`src/rtl/obi_mem_arbiter.sv`:
```
`default_nettype none
// ============================================================================
// Module      : obi_mem_arbiter
// Description : Round-robin arbiter sharing one OBI memory port between
//               NUM_MASTERS core-side OBI masters. A stability lock holds
//               the address phase until it is granted, and an ID FIFO
//               routes in-order responses back to the issuing master.
// Revision    : 1.0 - initial release
// ============================================================================
module obi_mem_arbiter #(
  parameter int NUM_MASTERS     = 2,
  parameter int ADDR_WIDTH      = 32,
  parameter int DATA_WIDTH      = 32,
  parameter int MAX_OUTSTANDING = 4
) (
  input  logic                                  clk_i,
  input  logic                                  rst_ni,
  input  logic [NUM_MASTERS-1:0]                m_req_i,
  input  logic [NUM_MASTERS-1:0]                m_we_i,
  input  logic [NUM_MASTERS*DATA_WIDTH/8-1:0]   m_be_i,
  input  logic [NUM_MASTERS*ADDR_WIDTH-1:0]     m_addr_i,
  input  logic [NUM_MASTERS*DATA_WIDTH-1:0]     m_wdata_i,
  output logic [NUM_MASTERS-1:0]                m_gnt_o,
  output logic [NUM_MASTERS-1:0]                m_rvalid_o,
  output logic [DATA_WIDTH-1:0]                 m_rdata_o,
  output logic                                  s_req_o,
  output logic                                  s_we_o,
  output logic [DATA_WIDTH/8-1:0]               s_be_o,
  output logic [ADDR_WIDTH-1:0]                 s_addr_o,
  output logic [DATA_WIDTH-1:0]                 s_wdata_o,
  input  logic                                  s_gnt_i,
  input  logic                                  s_rvalid_i,
  input  logic [DATA_WIDTH-1:0]                 s_rdata_i,
  output logic [$clog2(MAX_OUTSTANDING+1)-1:0]  outstanding_o,
  output logic                                  err_o
);

  localparam int BE_WIDTH = DATA_WIDTH / 8;
  localparam int ID_W     = (NUM_MASTERS > 1) ? $clog2(NUM_MASTERS) : 1;
  localparam int PTR_W    = (MAX_OUTSTANDING > 1) ? $clog2(MAX_OUTSTANDING) : 1;
  localparam int CNT_W    = $clog2(MAX_OUTSTANDING + 1);
  localparam logic [CNT_W-1:0] CNT_FULL = CNT_W'(MAX_OUTSTANDING);
  localparam logic [PTR_W-1:0] PTR_LAST = PTR_W'(MAX_OUTSTANDING - 1);
  localparam logic [ID_W-1:0]  ID_LAST  = ID_W'(NUM_MASTERS - 1);

  // Registered state
  logic [ID_W-1:0]  ptr_q, ptr_d;
  logic             lock_q, lock_d;
  logic [ID_W-1:0]  lock_idx_q, lock_idx_d;
  logic [PTR_W-1:0] wr_ptr_q, wr_ptr_d;
  logic [PTR_W-1:0] rd_ptr_q, rd_ptr_d;
  logic [CNT_W-1:0] count_q, count_d;
  logic             err_q, err_d;
  logic [ID_W-1:0]  fifo_q [MAX_OUTSTANDING];

  // Combinational helpers
  logic [ADDR_WIDTH-1:0]    w_addr  [NUM_MASTERS];
  logic [DATA_WIDTH-1:0]    w_wdata [NUM_MASTERS];
  logic [BE_WIDTH-1:0]      w_be    [NUM_MASTERS];
  logic [2*NUM_MASTERS-1:0] w_req_dbl;
  logic                     w_rr_found;
  logic [ID_W-1:0]          w_rr_idx;
  logic [ID_W-1:0]          w_winner;
  logic [ID_W-1:0]          w_head;
  logic                     w_full;
  logic                     w_hs;
  logic                     w_pop;
  logic                     w_spurious;
  logic                     w_drop;

  // Split the packed per-master buses into indexable arrays
  for (genvar g = 0; g < NUM_MASTERS; g++) begin : g_unpack
    assign w_addr[g]  = m_addr_i[g*ADDR_WIDTH +: ADDR_WIDTH];
    assign w_wdata[g] = m_wdata_i[g*DATA_WIDTH +: DATA_WIDTH];
    assign w_be[g]    = m_be_i[g*BE_WIDTH +: BE_WIDTH];
  end

  // Round-robin scan: rotate the requests so bit 0 is the priority pointer
  always_comb begin
    w_req_dbl  = {m_req_i, m_req_i} >> ptr_q;
    w_rr_found = 1'b0;
    w_rr_idx   = ptr_q;
    for (int i = 0; i < NUM_MASTERS; i++) begin
      if (!w_rr_found && w_req_dbl[i]) begin
        w_rr_found = 1'b1;
        w_rr_idx   = ID_W'((int'(ptr_q) + i) % NUM_MASTERS);
      end
    end
  end

  // A pending (ungranted) address phase keeps its master until granted
  assign w_winner = lock_q ? lock_idx_q : w_rr_idx;
  assign w_full   = (count_q == CNT_FULL);
  assign w_head   = fifo_q[rd_ptr_q];

  // Reset gating keeps the request low while m_req_i may still be driven
  assign s_req_o    = rst_ni & ((|m_req_i) | lock_q) & ~w_full;
  assign w_hs       = s_req_o & s_gnt_i;
  assign w_pop      = s_rvalid_i & (count_q != '0);
  assign w_spurious = s_rvalid_i & (count_q == '0);
  assign w_drop     = lock_q & ~m_req_i[lock_idx_q];

  assign s_we_o    = m_we_i[w_winner];
  assign s_be_o    = w_be[w_winner];
  assign s_addr_o  = w_addr[w_winner];
  assign s_wdata_o = w_wdata[w_winner];

  assign m_rdata_o     = s_rdata_i;
  assign outstanding_o = count_q;
  assign err_o         = err_q;

  // Grant and response steering, one-hot or zero
  always_comb begin
    m_gnt_o    = '0;
    m_rvalid_o = '0;
    if (w_hs) begin
      m_gnt_o[w_winner] = 1'b1;
    end
    if (w_pop) begin
      m_rvalid_o[w_head] = 1'b1;
    end
  end

  // Next-state: priority pointer, stability lock, FIFO pointers/count, error
  always_comb begin
    ptr_d      = ptr_q;
    lock_d     = lock_q;
    lock_idx_d = lock_idx_q;
    wr_ptr_d   = wr_ptr_q;
    rd_ptr_d   = rd_ptr_q;
    count_d    = count_q;
    err_d      = err_q;

    if (w_hs) begin
      ptr_d  = (w_winner == ID_LAST) ? '0 : w_winner + 1'b1;
      lock_d = 1'b0;
    end else if (w_drop) begin
      // Locked master withdrew before its grant: release the lock
      lock_d = 1'b0;
    end else if (s_req_o && !s_gnt_i) begin
      lock_d     = 1'b1;
      lock_idx_d = w_winner;
    end

    if (w_drop || w_spurious) begin
      err_d = 1'b1;
    end

    if (w_hs) begin
      wr_ptr_d = (wr_ptr_q == PTR_LAST) ? '0 : wr_ptr_q + 1'b1;
    end
    if (w_pop) begin
      rd_ptr_d = (rd_ptr_q == PTR_LAST) ? '0 : rd_ptr_q + 1'b1;
    end

    case ({w_hs, w_pop})
      2'b10:   count_d = count_q + 1'b1;
      2'b01:   count_d = count_q - 1'b1;
      default: count_d = count_q;
    endcase
  end

  // State registers and ID FIFO storage
  always_ff @(posedge clk_i or negedge rst_ni) begin
    if (!rst_ni) begin
      ptr_q      <= '0;
      lock_q     <= 1'b0;
      lock_idx_q <= '0;
      wr_ptr_q   <= '0;
      rd_ptr_q   <= '0;
      count_q    <= '0;
      err_q      <= 1'b0;
      for (int i = 0; i < MAX_OUTSTANDING; i++) begin
        fifo_q[i] <= '0;
      end
    end else begin
      ptr_q      <= ptr_d;
      lock_q     <= lock_d;
      lock_idx_q <= lock_idx_d;
      wr_ptr_q   <= wr_ptr_d;
      rd_ptr_q   <= rd_ptr_d;
      count_q    <= count_d;
      err_q      <= err_d;
      if (w_hs) begin
        fifo_q[wr_ptr_q] <= w_winner;
      end
    end
  end

endmodule
`default_nettype wire
```
`config.mk`:
```
export PLATFORM = sky130hd
export DESIGN_NAME = obi_mem_arbiter
export DESIGN_NICKNAME = d
export VERILOG_FILES = /design/src/rtl/obi_mem_arbiter.sv
export SDC_FILE = /design/constraint.sdc
export NUM_CORES = 1
export LEC_CHECK = 0
export BUFFER_PORTS_ARGS = -buffer_cell sky130_fd_sc_hd__buf_2
export CORE_AREA = 10 10 103 105
export CTS_BUF_LIST = sky130_fd_sc_hd__clkbuf_8
export DETAILED_ROUTE_END_ITERATION = 10
export DIE_AREA = 0 0 113 115
export RECOVER_POWER = 50
export SYNTH_ARGS = -nofsm -noshare
export SYNTH_HDL_FRONTEND = slang
export SYNTH_SLANG_ARGS = --single-unit
```
`constraint.sdc`:
```
create_clock -name clk_i -period 3.3 [get_ports clk_i]
set_clock_uncertainty 0.2 [all_clocks]
set_input_delay 0.66 -clock clk_i [delete_from_list [all_inputs] [get_ports clk_i]]
set_output_delay 0.66 -clock clk_i [all_outputs]
set_load 0.05 [all_outputs]
```
# Yosys cells after proc, flatten, opt, wreduce, memory -nomap -nowiden
# Cells that the tools add are included.
[word_totals]
ff_bits = 15
inputBits = 176
elab_cells = 95
[classes]
add_sub_neg = 6
magnitude_cmp = 9
eq_ne = 5
shift = 1
muxes = 35
n_bitwise = 14
reduce_logical = 14
[op_table]
columns = ["cell", "n"]
rows = [
  ["$mux 32", 6],
  ["$mux 1", 16],
  ["$mux 4", 3],
  ["$mux 2", 4],
  ["$and 1x1->1", 6],
  ["$eq 2x2->1 const B", 3],
  ["$ge 3x3->1 const B", 2],
  ["$lt 1x2->1 const B", 3],
  ["$not 2->3", 2],
  ["$pmux 3 s2", 1],
  ["$reduce_bool 3->1", 2],
  ["$logic_and 1x1->1", 5],
  ["$add 2x1->2 const B", 2],
  ["$bwmux 4", 1],
  ["$not 1->1", 4],
  ["$shr 4x1->2", 1],
  ["$add 3x1->3 const B", 1],
  ["$eq 3x3->1 const B", 1],
  ["$logic_not 3->1", 1],
  ["$lt 3x1->1 const B", 1],
  ["$reduce_and 3->1", 1],
  ["$sub 3x1->3 const B", 1],
  ["$add 1x1->1 const B", 2],
  ["$bmux 1 s2", 1],
  ["other kinds (11)", 14],
]

# Depth between registers and ports, before layout
# Gate-level depths: netlist of the first run.
[logic_depth]
ltp_word = 11
depth_mapped = 11

# Least setup slack after synthesis of the first run
# OpenSTA, ideal clock, no wires.
[synth_timing]
kind = "reg2out"
start = "reg count_q[0], in the netlist outstanding_o[0]"
end = "out m_gnt_o[1]"
t_arrival_ns = 2.440
path_slack_ns = 0.000
stages_incl_launch_ff = 7
path_buffers = 1
cell_sequence = "dfrtp_1 -> inv_1 -> a31oi_4 -> and2_1 -> buf_2 -> inv_1 -> nor2_1"
[synth_via]
elab_chain_len = 5
[synth_rtl]
columns = ["element", "line", "rtl"]
rows = [
  ["from (decl)", "52", "logic [CNT_W-1:0] count_q, count_d;"],
  ["from (signal assigned)", "182", "count_q <= count_d;"],
  ["$eq 3x3->1", "93", "assign w_full = (count_q == CNT_FULL);"],
  ["$not 1->1", "97", "assign s_req_o = rst_ni & ((|m_req_i) | lock_q) & ~w_full;"],
  ["$and 1x1->1", "97", ""],
  ["net s_req_o", "26", "output logic s_req_o,"],
  ["$and 1x1->1", "98", "assign w_hs = s_req_o & s_gnt_i;"],
  ["$mux 2", "116", "if (w_hs) begin"],
  ["to (decl)", "23", "output logic [NUM_MASTERS-1:0] m_gnt_o,"],
]
# The timed path passes the listed nets, and every way through them passes these cells.

# Final worst setup path of the first run
[layout_timing]
start = "in m_req_i[0]"
end = "out s_wdata_o[7]"
[layout_via]
elab_chain_len = 10
[layout_rtl]
columns = ["element", "line", "rtl"]
rows = [
  ["from (decl)", "18", "input logic [NUM_MASTERS-1:0] m_req_i,"],
  ["$shr 4x1->2 (*)", "80", "w_req_dbl = {m_req_i, m_req_i} >> ptr_q;"],
  ["$mux 1", "84", "if (!w_rr_found && w_req_dbl[i]) begin"],
  ["$logic_not 1->1", "84", ""],
  ["$logic_and 1x1->1 (*)", "84", ""],
  ["$mux 1 (*)", "84", ""],
  ["$mux 1 (*)", "92", "assign w_winner = lock_q ? lock_idx_q : w_rr_idx;"],
  ["$not 1->2 (not written as such) (*)", "106", "assign s_wdata_o = w_wdata[w_winner];"],
  ["$mux 32 (not written as such) (*) (3 in series)", "106", ""],
  ["to (decl)", "30", "output logic [DATA_WIDTH-1:0] s_wdata_o,"],
]
# Every way passes the cells marked *; elsewhere a longest branch is shown, timed or not. The select of a mux whose other input is x is not followed.

==> results.md, run 1 <==
* Layout Nets at 552
* Seq/Total Area, Yosys at 0.195
* FMAX at 0.320 GHz
* CP max FO at 46
* Final worst setup slack at 0.178 ns
* Async SR Flop Fraction at 1.00
* Sequential Power Share at 0.109
* R2R Setup Slk at 0.52 ns
* Routed length per placed instance at 19.4 um
* Sw frac at 0.633
* Static leakage at 1.54 nW
* Count of placed standard cells including taps at 472
* TritonCTS Sinks at 15
* I/O Buffers at 221
* Die Footprint at 0.0130 sq mm
* # DRC at 0
* Seq cells post-synth at 15
* CTS tree: done
* RSZ-0062 raised after global routing: false
* Reg2reg end: outstanding_o[2]
* Global route total overflow at 0
* Warnings, synthesis at 0
* Number of antenna violations at the first check in global routing at 0
* CTS resizes at 0
* CTS Hold Buffers Added at 0
* Share of the synthesized area in the top cell type at 0.293
* Clk pwr share at 0.045
* Setup TNS at 0 ns
* Number of vias per cell at 4.29
* Initial core utilization at 0.225
* First-pass GRT wire length at 13,300 um
* HPWL after DPL at 8450 um
* Pin count of the biggest net entering global routing at 47
* Hold Crit Class: reg2reg
* Routed wire length at 9230 um
* Drt initial violations at 78
* Final setup vio count at 0
* Clock latency on the worst-skew pair at 0.25 ns
* Post-synth top cells: mux2_2, buf_4, mux2_1
* Prevailing post-synth register cell: dfrtp_1
* Filler instances at 897
* Pins Over Slew Limit at 0
* Hold wc startpoint: err_o
* Ports at 286
* Top post-synthesis cells by area: mux2_2, dfrtp_1, buf_4
* Power Internal at 1.22 mW
* GR Util All Layers at 0.123
* Antenna diodes at 0
* Antenna Nets Post-Route at 0
* Worst Path Arrival at 2.26 ns
* Count leader, synth: mux2_2
* Cells after synthesis at 181
* Final hold vios at 0
* Clock buffer depth at 2
* Rows at 34
* CTS Buf Count at 3
* Routability Congestion at 0.865
* Final period util at 0.946
* Clock transition at path regs at 0.06 ns
* Worst EP required at 2.44 ns
* H-tree levels at 1
* Period minus WS final at 3.12 ns
* Chip Width at 113 um
* Syn_nets at 364
* Worst setup path category: in2out
* Finished Layout Cells at 476
* P_sw at 2.11 mW
* Biggest area consumer among synthesized cells: mux2_2
* Vias at 2,043
* Peak VDD IR at 0.802 mV
* Post-CTS setup buffers at 0
* P&R area growth vs syn at 52.1%
* Power per cell area at 1140 mW/mm^2
* Max-Cap Viols at 0
* Result of the run: finished, final reports clean
* Sink of the worst hold path: err_o
* Worst Setup Start Kind: primary input
* Post-Syn Area at 0.00192 sq mm
* Least-Margin Pin Slew at 0.808 ns
* Design area at 0.00292 sq mm
* Comb power frac at 0.846
* First-pass DRT Iterations at 4
* Placed cell area at 0.00290 sq mm
* CTS Root Cell: clkbuf_8
* Die height at 115 um
* Number of synthesized flops with an enable pin at 0
* Reg2reg start: lock_q
* Rel. slew slack at 0.461
* Post-Syn Area per Cell at 10.6 sq um
* Vias in the first global route at 2,234
* Layout cells sized above 1 at 0.742
* Depth of the worst register-to-register path at 10
* Hold Path Stages at 2
* Post-place setup slack at 0.163 ns
* Element type at the critical path end: primary output
* Synth unique cells at 29
* Placeable Area at 0.00855 sq mm
## kinds of logic after synthesis
family                     share of synthesized area
muxes                                          0.456
buffers and inverters                          0.180
AOI/OAI and AO/OA                             0.0664
DFF                                            0.195
and+or+nand+nor                               0.0326
adders and majority gates                     0.0554
xor gates and xnor gates                      0.0137
## metrics by stage
| step | util | total power, mW | hold WS, ns |
|---|---|---|---|
| finish | 0.342 | 3.33 | 0.281 |
| global route | 0.342 | 3.51 | 0.318 |
| CTS | 0.344 | 3.39 | 0.165 |
| detailed placement | 0.339 | 3.23 | 0.259 |
| global placement | 0.339 | 3.21 | 0.258 |
| floorplan | - | 2.72 | 0.164 |
## worst max-delay path, cell delays in order
cell and delay (ns):
buf_2 0.10, inv_1 0.04, maj3_2 0.31, mux2i_4 0.22, buf_12 0.28, mux2_2 0.40
buf_2 0.22
## area by class of cell
| type | count | area [sq um] | area share |
|---|---|---|---|
| Multi-Input combinational cell | 117 | 1200 | 0.409 |
| Timing Repair Buffer | 224 | 1140 | 0.390 |
| Sequential cell | 15 | 375 | 0.128 |
| Tap cell | 108 | 135 | 0.0463 |
| Clock buffer | 3 | 41.3 | 0.0141 |
| Inverter | 8 | 30.0 | 0.0103 |
| Clock inverter | 1 | 5.00 | 0.00171 |
## how the worst max path moves through the flow
stage                                start            to  slack, ns  cells past startpoint
after floorplan           outstanding_o[0]    m_gnt_o[1]       0.22                      6
after global placement          m_req_i[0]  s_wdata_o[7]       0.18                      7
after detailed placement        m_req_i[0]  s_wdata_o[7]       0.16                      7
after CTS                       m_req_i[0]  s_wdata_o[7]       0.16                      7
after global routing            m_req_i[0]  s_wdata_o[7]       0.12                      7
final                           m_req_i[0]  s_wdata_o[7]       0.18                      7
## state kept, by name, summed over array words and instances (netlist names)
signal	cells
err_o	1
fifo_q	4
lock_idx_q	1
lock_q	1
outstanding_o	3
ptr_q	1
rd_ptr_q	2
wr_ptr_q	2
## placed cells by master, fill, tap and decap left out, types with 3 or more instances in the layout
cell type	n
mux2_1	22
dfrtp_1	15
nor2_1	3
mux2_2	50
clkbuf_8	3
a31oi_1	9
a21oi_1	3
ha_1	6
buf_2	211
inv_1	8
clkbuf_1	10
## routing by layer
| metal | GRT usage | vias to the layer above | wire length, um |
|---|---|---|---|
| li1 | - | 986 | - |
| met5 | 0 | - | 0 |
| met1 | 0.137 | 921 | 3350 |
| met3 | 0.0495 | 6 | 998 |
| met4 | 0.0228 | 0 | 102 |
| met2 | 0.219 | 130 | 4780 |
## power groups by stage
stage	combinational [mW]	clock, mW	sequential [mW]
finish	2.82	0.149	0.363
global route	2.97	0.162	0.377
CTS	2.87	0.156	0.366
detailed placement	2.86	0	0.369
global placement	2.84	0	0.366
floorplan	2.31	0	0.414
No activity file was read; power rests on OpenSTA's default activity.
==> inputs of run 2 (changes only) <==
ABC_AREA = 1   (was not set)
CORE_AREA = 10 10 102 104   (was 10 10 103 105)
DIE_AREA = 0 0 112 114   (was 0 0 113 115)
GPL_TIMING_DRIVEN = 0   (was not set)
PLACE_DENSITY = 0.66   (was not set)
==> results.md, run 2 <==
* Rel. slew slack at 0.581
* GR Util All Layers at 0.151
* Worst Path Arrival at 2.05 ns
* Least-Margin Pin Slew at 0.632 ns
* Routability Congestion at 0.812
* Number of vias per cell at 4.19
* Worst setup path category: in2out
* Post-CTS setup buffers at 0
* Post-Syn Area at 0.00200 sq mm
* Result of the run: finished, final reports clean
* Top Layer Used: met4
* Seq/Total Area, Yosys at 0.187
* Die Footprint at 0.0128 sq mm
* Adder-Cell Fraction of Synth Area at 0.0475
* Routed length per placed instance at 14.9 um
* Most common cell after layout, fill and taps aside: nand2_1
* Main combinational cell family by area after synthesis: simple AND/OR/NAND/NOR gates
* Power, Total at 4.10 mW
* CP delay by family, top: simple AND/OR/NAND/NOR gates
* Cells after synthesis at 367
* CTS Root Cell: clkbuf_8
* CP Cell Sequence: buf_2 > nand2_1 > nor2_1 > nand2_2 > nor2_1 > buf_2
* Met2 routed WL at 5890 um
* Synth unique cells at 20
* Hold Crit Class: in2async
* H-tree levels at 1
* Final period util at 0.882
* First-pass DRT Iterations at 4
* Chip Width at 112 um
* CTS Hold Buffers Added at 0
* Layout cells sized above 1 at 0.428
* Rows at 34
* Async SR Flop Fraction at 1.00
* Max-Cap Viols at 0
* Vias in the first global route at 3,035
* Post-Syn Area per Cell at 5.46 sq um
* Placeable Area at 0.00847 sq mm
* Drt initial violations at 205
* Met1 wire length at 4200 um
* Power per cell area at 1210 mW/mm^2
* Critical-path top delay cell: nor2_1
* Largest stage delay on the critical path at 0.39 ns
* Final setup vio count at 0
* Vias at 3,070
* Routed wire length at 10,900 um
* DR WL met3 at 839 um
* Biggest area consumer among synthesized cells: nand2_1
* Pins Over Slew Limit at 0
* Number of flip-flops in the largest register at 4
* Compound-Gate Fraction of Synth Area at 0.0312
* CTS tree: done
* HPWL after DPL at 9840 um
* Clock latency on the worst-skew pair at 0.25 ns
* I/O Buffers at 253
* Static leakage at 2.22 nW
* Worst Setup Start Kind: primary input
* Seq cells post-synth at 15
* Worst EP required at 2.44 ns
* P&R area growth vs syn at 69.2%
* Layout Nets at 808
* Antenna diodes at 0
* Antenna Nets Post-Route at 0
* Warnings, synthesis at 0
* Syn_nets at 550
* Top post-synthesis cells by area: nand2_1, dfrtp_1, buf_4
* TritonCTS Sinks at 15
* Setup TNS at 0 ns
* CP max FO at 17
* Share of the synthesized area in the top cell type at 0.448
* Global route total overflow at 0
* Element type at the critical path end: primary output
* Ports at 286
* Clock transition at path regs at 0.07 ns
* Die height at 114 um
* Most frequent cells in the layout: nand2_1, buf_2, clkbuf_1
* FMAX at 0.344 GHz
* # DRC at 0
* CTS Buf Count at 3
* First-pass GRT wire length at 16,300 um
* Prevailing post-synth register cell: dfrtp_1
* Post-synth top cells: nand2_1, buf_4, dfrtp_1, inv_1, nand3_1
* RSZ-0062 raised after global routing: false
* Pin count of the biggest net entering global routing at 18
* Mux share of post-synthesis cell area at 0
* Count leader, synth: nand2_1
* Initial core utilization at 0.237
* Simple-Gate Fraction of Synth Area at 0.516
* Number of synthesized flops with an enable pin at 0
* XOR/XNOR share of the synthesized area at 0.00874
* Number of antenna violations at the first check in global routing at 0
* Biggest register: fifo_q
* Final hold vios at 0
* Peak VDD IR at 0.483 mV
* Period minus WS final at 2.91 ns
* CTS resizes at 0
* Design area at 0.00339 sq mm
* Placed cell area at 0.00340 sq mm
* Clock buffer depth at 2
* WHS at 0.118 ns
* CP bufs+invs at 2
run 2: per-layer routing:
metal  vias to the layer above  global-route usage
met5                         -                   0
met4                         0              0.0135
met3                         2              0.0331
met2                       144               0.284
met1                      1343               0.177
li1                       1581                   -
run 2: worst reg2reg max path: stages, from the launching register on:
cell	delay, ns
dfrtp_1	0.41
nor2_1	0.09
nand2_1	0.09
nand2_1	0.05
nor2_1	0.39
nand2_2	0.19
ha_1	0.24
inv_1	0.09
fa_1	0.41
o21ai_0	0.16
run 2: layout make-up:
| type | count | area, sq um |
|---|---|---|
| multi-input cells | 288 | 1200 |
| flip-flops and latches | 15 | 375 |
| well taps | 108 | 135 |
| plain buffers | 47 | 355 |
| inverters | 17 | 63.8 |
| clock buffers | 3 | 41.3 |
| clock inverters | 1 | 5.00 |
| fillers | 955 | 5080 |
| repair buffers | 253 | 1210 |
run 2: cells by family after synthesis:
group	Yosys count
fa+ha+maj	7
buf+inv	64
compound gates	12
flops	15
xor+xnor	2
simple gates	267
run 2: where the power goes:
| part | internal, mW | switching (mW) | total [mW] |
|---|---|---|---|
| logic | 0.822 | 2.79 | 3.61 |
| clock network | 0.0836 | 0.0679 | 0.151 |
| registers | 0.270 | 0.0719 | 0.342 |
| total | 1.18 | 2.93 | 4.10 |
run 2: final timing paths:
path | to | depth (start not counted) | slack [ns] | from
worst max-delay path | m_gnt_o[0] | 6 | 0.39 | rst_ni
worst min-delay path | fifo_q[3] | 1 | 0.12 | rst_ni
worst max register to register | outstanding_o[1] | 9 | 0.89 | outstanding_o[0]
worst min register to register | err_o | 2 | 0.26 | err_o
max in group asynchronous | outstanding_o[2] | 1 | 2.51 | rst_ni
min in group clk_i | err_o | 2 | 0.26 | err_o
run 2: stage by stage:
step / instances / utilization / worst slack (ns)
after global routing: 732 / 0.400 / 0.164
after CTS: 732 / 0.408 / 0.433
after global placement: 728 / 0.402 / 0.458
final: 732 / 0.400 / 0.390
after floorplan: 367 / - / 0.309
after detailed placement: 728 / 0.402 / 0.439
==> inputs of run 3 (changes only) <==
MAX_ROUTING_LAYER = met4   (was not set)
==> results.md, run 3 (synthesis results as in run 2) <==
* Max-Cap Viols at 0
* Finished Layout Cells at 732
* Setup TNS at 0 ns
* # DRC at 0
* I/O Buffers at 253
* Largest stage delay on the critical path at 0.36 ns
* Clock transition at path regs at 0.07 ns
* CP bufs+invs at 2
* Depth of the worst register-to-register path at 11
* Power Internal at 1.18 mW
* CP max FO at 17
* Most frequent cells in the layout: nand2_1, buf_2, clkbuf_1
* Routed length per placed instance at 14.9 um
* Die Footprint at 0.0128 sq mm
* Rows at 34
* Peak VDD IR at 0.483 mV
* Sw frac at 0.713
* Worst setup path category: in2out
* Final hold vios at 0
* Global route total overflow at 0
* Biggest register: fifo_q
* Least-Margin Pin Slew at 0.632 ns
* Clock buffer depth at 2
* Ports at 286
* Area occupied by multi-input gates at 0.00120 sq mm
* CP delay by family, top: simple AND/OR/NAND/NOR gates
* Hold Crit Class: in2async
* RSZ-0062 raised after global routing: false
* Drt initial violations at 191
* HPWL after DPL at 9840 um
* Pins Over Slew Limit at 0
* Reg area at 375 sq um
* TritonCTS Sinks at 15
* Clock latency on the worst-skew pair at 0.25 ns
* Die height at 114 um
* Routability Congestion at 0.824
* Number of vias per cell at 4.19
* Design area at 0.00339 sq mm
* Antenna diodes at 0
* Final setup vio count at 0
* Number of antenna violations at the first check in global routing at 0
* Final Util at 0.400
* Static leakage at 2.22 nW
* Filler instances at 955
* WP depth at 6
* Period minus WS final at 2.89 ns
* Power per cell area at 1210 mW/mm^2
* Worst Path Arrival at 2.03 ns
* Layout Nets at 808
* Worst EP required at 2.44 ns
* Element type at the critical path end: primary output
* First-pass DRT Iterations at 4
* FMAX at 0.346 GHz
* R2R Setup Slk at 0.91 ns
* Initial core utilization at 0.237
* Most common cell after layout, fill and taps aside: nand2_1
* Vias in the first global route at 3,034
* Placed cell area at 0.00340 sq mm
* P_sw at 2.93 mW
* GR Util All Layers at 0.155
* Sequential Power Share at 0.084
* Routed wire length at 10,900 um
* Layout cells sized above 1 at 0.428
* Rel. slew slack at 0.581
* Comb power frac at 0.880
* Pin count of the biggest net entering global routing at 18
* CTS Root Cell: clkbuf_8
* Clk pwr share at 0.037
* CTS tree: done
* Placeable Area at 0.00847 sq mm
* Number of flip-flops in the largest register at 4
* Post-CTS setup buffers at 0
* Critical-path top delay cell: nor2_1
* CTS resizes at 0
* P&R area growth vs syn at 69.2%
* Count of placed standard cells including taps at 728
* Vias at 3,066
* First-pass GRT wire length at 16,300 um
* Power, Total at 4.10 mW
* Worst Setup Start Kind: primary input
* CTS Hold Buffers Added at 0
* H-tree levels at 1
* Antenna Nets Post-Route at 0
* Chip Width at 112 um
* CP Cell Sequence: buf_2 > nand2_1 > nor2_1 > nand2_2 > nor2_1 > buf_2
* CTS Buf Count at 3
* Result of the run: finished, final reports clean
* Final period util at 0.875
## run 3: cell counts in the layout (fill, tap and decap cells not counted)
No cell type changed its count.
## run 3: final cells by class
type,instances,share of cell area
clock buffer,3,0.0122
inverter,17,0.0188
sequential,15,0.111
multi-input combinational,288,0.354
timing repair buffer,253,0.358
buffer,47,0.105
clock inverter,1,0.00148
tap,108,0.0399
## run 3: path summary, 6_finish.rpt
check,end,start
max in group asynchronous,outstanding_o[2],rst_ni
worst max-delay path,m_gnt_o[0],rst_ni
min in group clk_i,err_o,err_o
worst min-delay path,fifo_q[3],rst_ni
worst min register to register,err_o,err_o
worst max register to register,outstanding_o[2],outstanding_o[0]
## run 3: power groups by stage
stage / Sequential [mW] / Clock, mW / Combinational, mW
2_1_floorplan: 0.393 / 0 / 2.73
3_3_place_gp: 0.338 / 0 / 3.64
3_5_place_dp: 0.343 / 0 / 3.67
4_1_cts: 0.341 / 0.155 / 3.68
5_1_grt: 0.354 / 0.164 / 3.88
6_report: 0.342 / 0.152 / 3.61
## run 3: metrics by stage
stage                     setup WS, ns  hold WS (ns)
after floorplan                  0.309         0.164
after global placement           0.458         0.246
after global routing             0.164         0.140
after CTS                        0.433         0.131
after detailed placement         0.439         0.251
final                            0.412         0.119
## run 3: per-layer routing
layer | global-route usage | wire length, um | part of all wire | up-vias
li1 | - | - | - | 1581
met1 | 0.181 | 4300 | 0.39 | 1347
met2 | 0.284 | 5870 | 0.54 | 134
met3 | 0.0262 | 734 | 0.067 | 4
met4 | 0.0135 | 17 | 0.0016 | 0
met5 | - | 0 | 0 | -
